File: src/rtl/ahfp_fixed_2_float_if.sv
`default_nettype none
`timescale 1ns/1ps
// +------------------------------------------------------------------+
// | ahfp_fixed_2_float_if : valid/ready bus, fixed in -> float out    |
// | Revision: 1.0                                                     |
// +------------------------------------------------------------------+
interface ahfp_fixed_2_float_if;
  logic        in_valid;
  logic        in_ready;
  logic [31:0] in_data;
  logic        out_valid;
  logic        out_ready;
  logic [31:0] out_data;

  modport master (
    output in_valid, in_data, out_ready,
    input  in_ready, out_valid, out_data
  );

  modport slave (
    input  in_valid, in_data, out_ready,
    output in_ready, out_valid, out_data
  );
endinterface
`default_nettype wire

File: src/rtl/ahfp_fixed_2_float.sv
`default_nettype none
`timescale 1ns/1ps
// +------------------------------------------------------------------+
// | ahfp_fixed_2_float : 3-stage signed fixed point -> IEEE-754 single|
// | Rounding: AHFP_ROUND_NEAREST_EN (RNE) else truncate. Revision: 1.0|
// +------------------------------------------------------------------+
module ahfp_fixed_2_float #(
  parameter int FRAC_BITS = 29
) (
  input  logic                 clk,
  input  logic                 rst,
  ahfp_fixed_2_float_if.slave  io_bus
);
  localparam logic [7:0] c_BIAS = 8'(127 - FRAC_BITS);

  logic        r_v1, r_v2, r_v3;
  logic        w_adv1, w_adv2, w_adv3;
  logic        r_s1_sign;
  logic [32:0] r_s1_mag;
  logic        r_s2_sign, r_s2_zero;
  logic [4:0]  r_s2_p;
  logic [22:0] r_s2_mant;
  logic [31:0] r_out_data;

  logic [32:0] w_mag;
  logic [4:0]  w_p;
  logic [5:0]  w_amt;
  logic [32:0] w_norm;
  logic [7:0]  w_exp;
  logic [22:0] w_mant;

  // A stage may load whenever it is empty or its occupant moves on this cycle.
  assign w_adv3 = !r_v3 || io_bus.out_ready;
  assign w_adv2 = !r_v2 || w_adv3;
  assign w_adv1 = !r_v1 || w_adv2;

  assign io_bus.in_ready  = w_adv1;
  assign io_bus.out_valid = r_v3;
  assign io_bus.out_data  = r_out_data;

  // Sign-extend before negating so 0x80000000 yields +2^31.
  assign w_mag = io_bus.in_data[31] ? (33'd0 - {io_bus.in_data[31], io_bus.in_data})
                                    : {1'b0, io_bus.in_data};

  always_comb begin
    w_p = 5'd0;
    for (int i = 0; i < 32; i++) begin
      if (r_s1_mag[i]) w_p = 5'(i);
    end
  end

  assign w_amt  = 6'd32 - {1'b0, w_p};
  assign w_norm = r_s1_mag << w_amt;

`ifdef AHFP_ROUND_NEAREST_EN
  logic [2:0] r_s2_grs;
  logic       w_inc;
  logic       w_carry;

  assign w_inc = r_s2_grs[2] & (r_s2_grs[1] | r_s2_grs[0] | r_s2_mant[0]);
  assign {w_carry, w_mant} = {1'b0, r_s2_mant} + {23'd0, w_inc};
  assign w_exp = {3'd0, r_s2_p} + c_BIAS + {7'd0, w_carry};
`else
  logic w_unused_grs;

  assign w_unused_grs = ^w_norm[8:0];
  assign w_mant = r_s2_mant;
  assign w_exp  = {3'd0, r_s2_p} + c_BIAS;
`endif

  always_ff @(posedge clk) begin
    if (rst) begin
      r_v1       <= 1'b0;
      r_v2       <= 1'b0;
      r_v3       <= 1'b0;
      r_s1_sign  <= 1'b0;
      r_s1_mag   <= 33'd0;
      r_s2_sign  <= 1'b0;
      r_s2_zero  <= 1'b1;
      r_s2_p     <= 5'd0;
      r_s2_mant  <= 23'd0;
`ifdef AHFP_ROUND_NEAREST_EN
      r_s2_grs   <= 3'd0;
`endif
      r_out_data <= 32'd0;
    end else begin
      if (w_adv1) begin
        r_v1 <= io_bus.in_valid;
        if (io_bus.in_valid) begin
          r_s1_sign <= io_bus.in_data[31];
          r_s1_mag  <= w_mag;
        end
      end
      if (w_adv2) begin
        r_v2 <= r_v1;
        if (r_v1) begin
          r_s2_sign <= r_s1_sign;
          r_s2_zero <= !w_norm[32];
          r_s2_p    <= w_p;
          r_s2_mant <= w_norm[31:9];
`ifdef AHFP_ROUND_NEAREST_EN
          r_s2_grs  <= {w_norm[8], w_norm[7], |w_norm[6:0]};
`endif
        end
      end
      if (w_adv3) begin
        r_v3 <= r_v2;
        if (r_v2) begin
          r_out_data <= r_s2_zero ? 32'd0 : {r_s2_sign, w_exp, w_mant};
        end
      end
    end
  end
endmodule
`default_nettype wire

File: src/flat_wrapper.sv
// flat-port wrapper written by rule: the top's interface ports become plain ports
module ahfp_fixed_2_float_flat 
#(
  parameter int FRAC_BITS = 29
)
  (clk, rst, io_bus_in_valid, io_bus_in_data, io_bus_out_ready, io_bus_in_ready, io_bus_out_valid, io_bus_out_data);
  ahfp_fixed_2_float_if io_bus_i ();
  input  logic clk;
  input  logic rst;
  input wire logic [$bits(io_bus_i.in_valid)-1:0] io_bus_in_valid;
  input wire logic [$bits(io_bus_i.in_data)-1:0] io_bus_in_data;
  input wire logic [$bits(io_bus_i.out_ready)-1:0] io_bus_out_ready;
  output wire logic [$bits(io_bus_i.in_ready)-1:0] io_bus_in_ready;
  output wire logic [$bits(io_bus_i.out_valid)-1:0] io_bus_out_valid;
  output wire logic [$bits(io_bus_i.out_data)-1:0] io_bus_out_data;
  assign io_bus_i.in_valid = io_bus_in_valid;
  assign io_bus_i.in_data = io_bus_in_data;
  assign io_bus_i.out_ready = io_bus_out_ready;
  assign io_bus_in_ready = io_bus_i.in_ready;
  assign io_bus_out_valid = io_bus_i.out_valid;
  assign io_bus_out_data = io_bus_i.out_data;
  ahfp_fixed_2_float #(.FRAC_BITS(FRAC_BITS)) u_core (.clk(clk), .rst(rst), .io_bus(io_bus_i));
endmodule
File: config.mk
export PLATFORM = sky130hd
export DESIGN_NAME = ahfp_fixed_2_float_flat
export DESIGN_NICKNAME = d
export VERILOG_FILES = /design/src/rtl/ahfp_fixed_2_float_if.sv /design/src/rtl/ahfp_fixed_2_float.sv /design/src/flat_wrapper.sv
export SDC_FILE = /design/constraint.sdc
export NUM_CORES = 1
export LEC_CHECK = 0
export BUFFER_PORTS_ARGS = -buffer_cell sky130_fd_sc_hd__buf_2
export CORE_ASPECT_RATIO = 1.4
export CORE_MARGIN = 1
export CORE_UTILIZATION = 51
export DETAILED_ROUTE_END_ITERATION = 7
export GPL_ROUTABILITY_DRIVEN = 0
export PLACE_DENSITY = 0.7
export SLEW_MARGIN = 40
export SYNTH_ARGS = -nofsm -noshare
export SYNTH_HDL_FRONTEND = slang
export SYNTH_SLANG_ARGS = --single-unit
File: constraint.sdc
create_clock -name clk -period 5.1 [get_ports clk]
set_input_delay 1.02 -clock clk [delete_from_list [all_inputs] [get_ports clk]]
set_output_delay 1.02 -clock clk [all_outputs]
set_load 0.05 [all_outputs]
==> impl_metrics.env <==
export IMPL_grt_ovfl_total=0
export IMPL_async_flop_share_pct=0
export IMPL_ioPinCount=70
export IMPL_dp_hpwl_mm=13.1
export IMPL_reg2reg_from="u_core.r_s1_mag[26]"
export IMPL_cts_setup_buffers=0
export IMPL_core_um2=13300
export IMPL_die_area_um2=14100
export IMPL_hold_viol_final=0
export IMPL_final_util_pct=56.3
export IMPL_synthTopCellsByCount="108 x nor2_1, 99 x dfxtp_1, 66 x nand2_1"
export IMPL_route_detailed_drc=0
export IMPL_place_inst=985
export IMPL_drt_iter0_drc=465
export IMPL_slew_headroom_pct=46.2
export IMPL_tritoncts="done"
export IMPL_yosysMostFrequentCell="nor2_1"
export IMPL_die_y_um=140
export IMPL_synth_distinct_cells=88
export IMPL_worstSetupPathType="flop to flop"
export IMPL_fmax_ghz=0.230
export IMPL_finalCritPeriodShare_pct=85.3
export IMPL_drtAntennaViolNets=0
export IMPL_htree_levels=3
export IMPL_synthFlopType="dfxtp_1"
export IMPL_end_kind="flop"
export IMPL_vias_per_cell=6.26
export IMPL_reg2reg_depth=15
export IMPL_crit_arrival_ns=4.63
export IMPL_slew_violations=0
export IMPL_report_power_total_mw=2.67
export IMPL_yosys_area_top_type="dfxtp_1"
export IMPL_worstHoldPathCells=2
export IMPL_wire_per_inst_um=17.6
export IMPL_dp_worst_setup_slack_ns=0.868
export IMPL_grt_pass1_wl_mm=29.0
export IMPL_period_minus_slack_ns=4.35
export IMPL_setup_slack_ns=0.751
export IMPL_drive_gt1_share_pct=18.4
export IMPL_port_buffers=69
export IMPL_syn_area_um2=6940
export IMPL_track_usage_pct=25.8
export IMPL_instances_no_fill=1002
export IMPL_ir_drop_uv=229
export IMPL_nets=854
export IMPL_routed_wl_mm=17.7
export IMPL_place_area_um2=7210
export IMPL_holdCritStartpoint="u_core.r_s2_mant[7]"
export IMPL_diodes=0
export IMPL_synth_edf_count=0
export IMPL_yosys_warnings=0
export IMPL_status="completed"
export IMPL_syn2layout_area_growth_pct=8.24
export IMPL_crit_required_ns=5.38
export IMPL_clkTransAtPathRegs_ns=0.07
export IMPL_avgSynthCellArea_um2=8.73
export IMPL_clock_skew_ns=0.00870
export IMPL_cts_buffers=9
export IMPL_worstMarginPinSlew_ns=0.806
export IMPL_yosysSeqAreaShare_pct=28.6
export IMPL_start_kind="flop"
export IMPL_rows=50
export IMPL_drt_first_pass_iters=5
export IMPL_ys_top_cells_by_area="dfxtp_1 29%, mux4_2 7.5%, nor2_1 5.8%, a21oi_1 4.2%, a211oi_1 4.1%"
export IMPL_grt_pass1_vias=5689
export IMPL_clkSinkCount=99
export IMPL_antenna_found_initial=0
export IMPL_r2r_slack_ns=0.75
export IMPL_path_max_fanout=32
export IMPL_grt_max_degree=64
export IMPL_whs_ns=0.456
export IMPL_synth_seq_cells=99
export IMPL_num_vias=6275
export IMPL_p_leak_nw=2.85
export IMPL_syn_inst=795
export IMPL_rsz0062_at_grt="no"
export IMPL_synth_fp_nets=834
export IMPL_root_buffer="clkbuf_16"
export IMPL_whs_endpoint="u_core.r_s2_mant[7]"
export IMPL_start_util_pct=52.1
export IMPL_insertion_delay_ns=0.35
export IMPL_die_w_um=101
export IMPL_finalInstanceArea_um2=7510
export IMPL_cts_hold_buffers=0
export IMPL_netlist_area_leader_share_pct=28.6
export IMPL_powerDensity_nw_per_um2=356
export IMPL_finalSetupViolations=0
export IMPL_cts_resized=0
export IMPL_cts_buffer_depth=2
export IMPL_drv_cap=0
export IMPL_rr_endpoint="u_core.r_s2_mant[22]"
export IMPL_min_path_type="flop to flop"
export IMPL_final_setup_tns_ns=0
==> flip-flops by register name, summed over array words and instances (netlist names) <==
signal,flops
u_core.r_s1_mag,33
u_core.io_bus.out_data,32
u_core.r_s2_mant,23
u_core.r_s2_p,5
u_core.io_bus.out_valid,1
u_core.r_s1_sign,1
u_core.r_s2_sign,1
u_core.r_s2_zero,1
u_core.r_v1,1
u_core.r_v2,1
==> cells by family (layout without fill, tap and decap cells) <==
| family | after synthesis | after routing | synth area share, % |
|---|---|---|---|
| AND/OR/NAND/NOR | 293 | 293 | 20.5 |
| AO/OA/AOI/OAI | 206 | 206 | 21.6 |
| flip-flops | 99 | 99 | 28.6 |
| buffers and inverters | 91 | 116 | 7.21 |
| multiplexers | 66 | 66 | 16.2 |
| XOR/XNOR | 37 | 37 | 5.43 |
| adder cells (fa/ha/maj) | 3 | 3 | 0.541 |
==> area by class of cell <==
class / count / area [um^2]
Clock buffer: 11 / 233
Tap cell: 182 / 228
Multi-Input combinational cell: 605 / 4480
Inverter: 20 / 82.6
Clock inverter: 5 / 60.1
Fill cell: 1255 / 5820
Sequential cell: 99 / 1980
Timing Repair Buffer: 80 / 445
==> per-layer routing <==
layer / track usage [%] / part of all wire, %
met5: 0 / 0
met4: 14.2 / 5.1
met3: 4.34 / 5.5
met2: 42.7 / 49
met1: 31.6 / 41
==> critical path: stages, from the launching register on <==
cell and delay [ns]:
dfxtp_1 0.53, nor2_1 0.11, a2111oi_0 0.42, o211ai_1 0.24, a31oi_4 0.36, nor2_4 0.14, inv_8 0.23, ha_1 0.33
inv_1 0.07, buf_4 0.34, nand2_1 0.09, a211oi_1 0.44, nor2_1 0.14, mux4_2 0.49, a2bb2oi_1 0.16, a21oi_1 0.17
==> worst max-delay path by stage <==
stage               slack [ns]                    to  depth (start not counted)                 from
floorplan                 1.23  u_core.r_s2_mant[20]                         14  u_core.r_s1_mag[27]
global placement          1.03  u_core.r_s2_mant[22]                         13  u_core.r_s1_mag[26]
detailed placement        0.87  u_core.r_s2_mant[22]                         15  u_core.r_s1_mag[26]
CTS                       0.85  u_core.r_s2_mant[22]                         15  u_core.r_s1_mag[26]
global route              0.39  u_core.r_s2_mant[22]                         15  u_core.r_s1_mag[26]
finish                    0.75  u_core.r_s2_mant[22]                         15  u_core.r_s1_mag[26]
==> power by group <==
group	switching, mW	total [mW]	internal, mW
Clock	0.297	0.680	0.383
Combinational	0.603	1.08	0.479
Sequential	0.0840	0.909	0.825
Total	0.983	2.67	1.69
==> layout by cell type, fill, tap and decap left out, types with 5 or more instances in the layout <==
cell type  Yosys  final
nor3b_1       29     29
a21oi_1       58     58
mux2i_1       24     24
clkbuf_16      0      9
nor3_1        15     15
a22oi_1        7      7
o311a_1        5      5
mux4_2        23     23
nor4_1        11     11
nand3_1       18     18
o31ai_1        9      9
inv_1         18     18
mux2_2         8      8
a22o_1         5      5
a211oi_1      38     38
xor2_1        29     29
nand2_1       66     66
buf_4          9      9
nor2b_1        6      6
dfxtp_1       99     98
nand2b_1       8      7
nor2_1       108    108
mux4_1         9      9
buf_2          7     69
o21ai_0       24     23
Power figures use the tool's default switching activity.
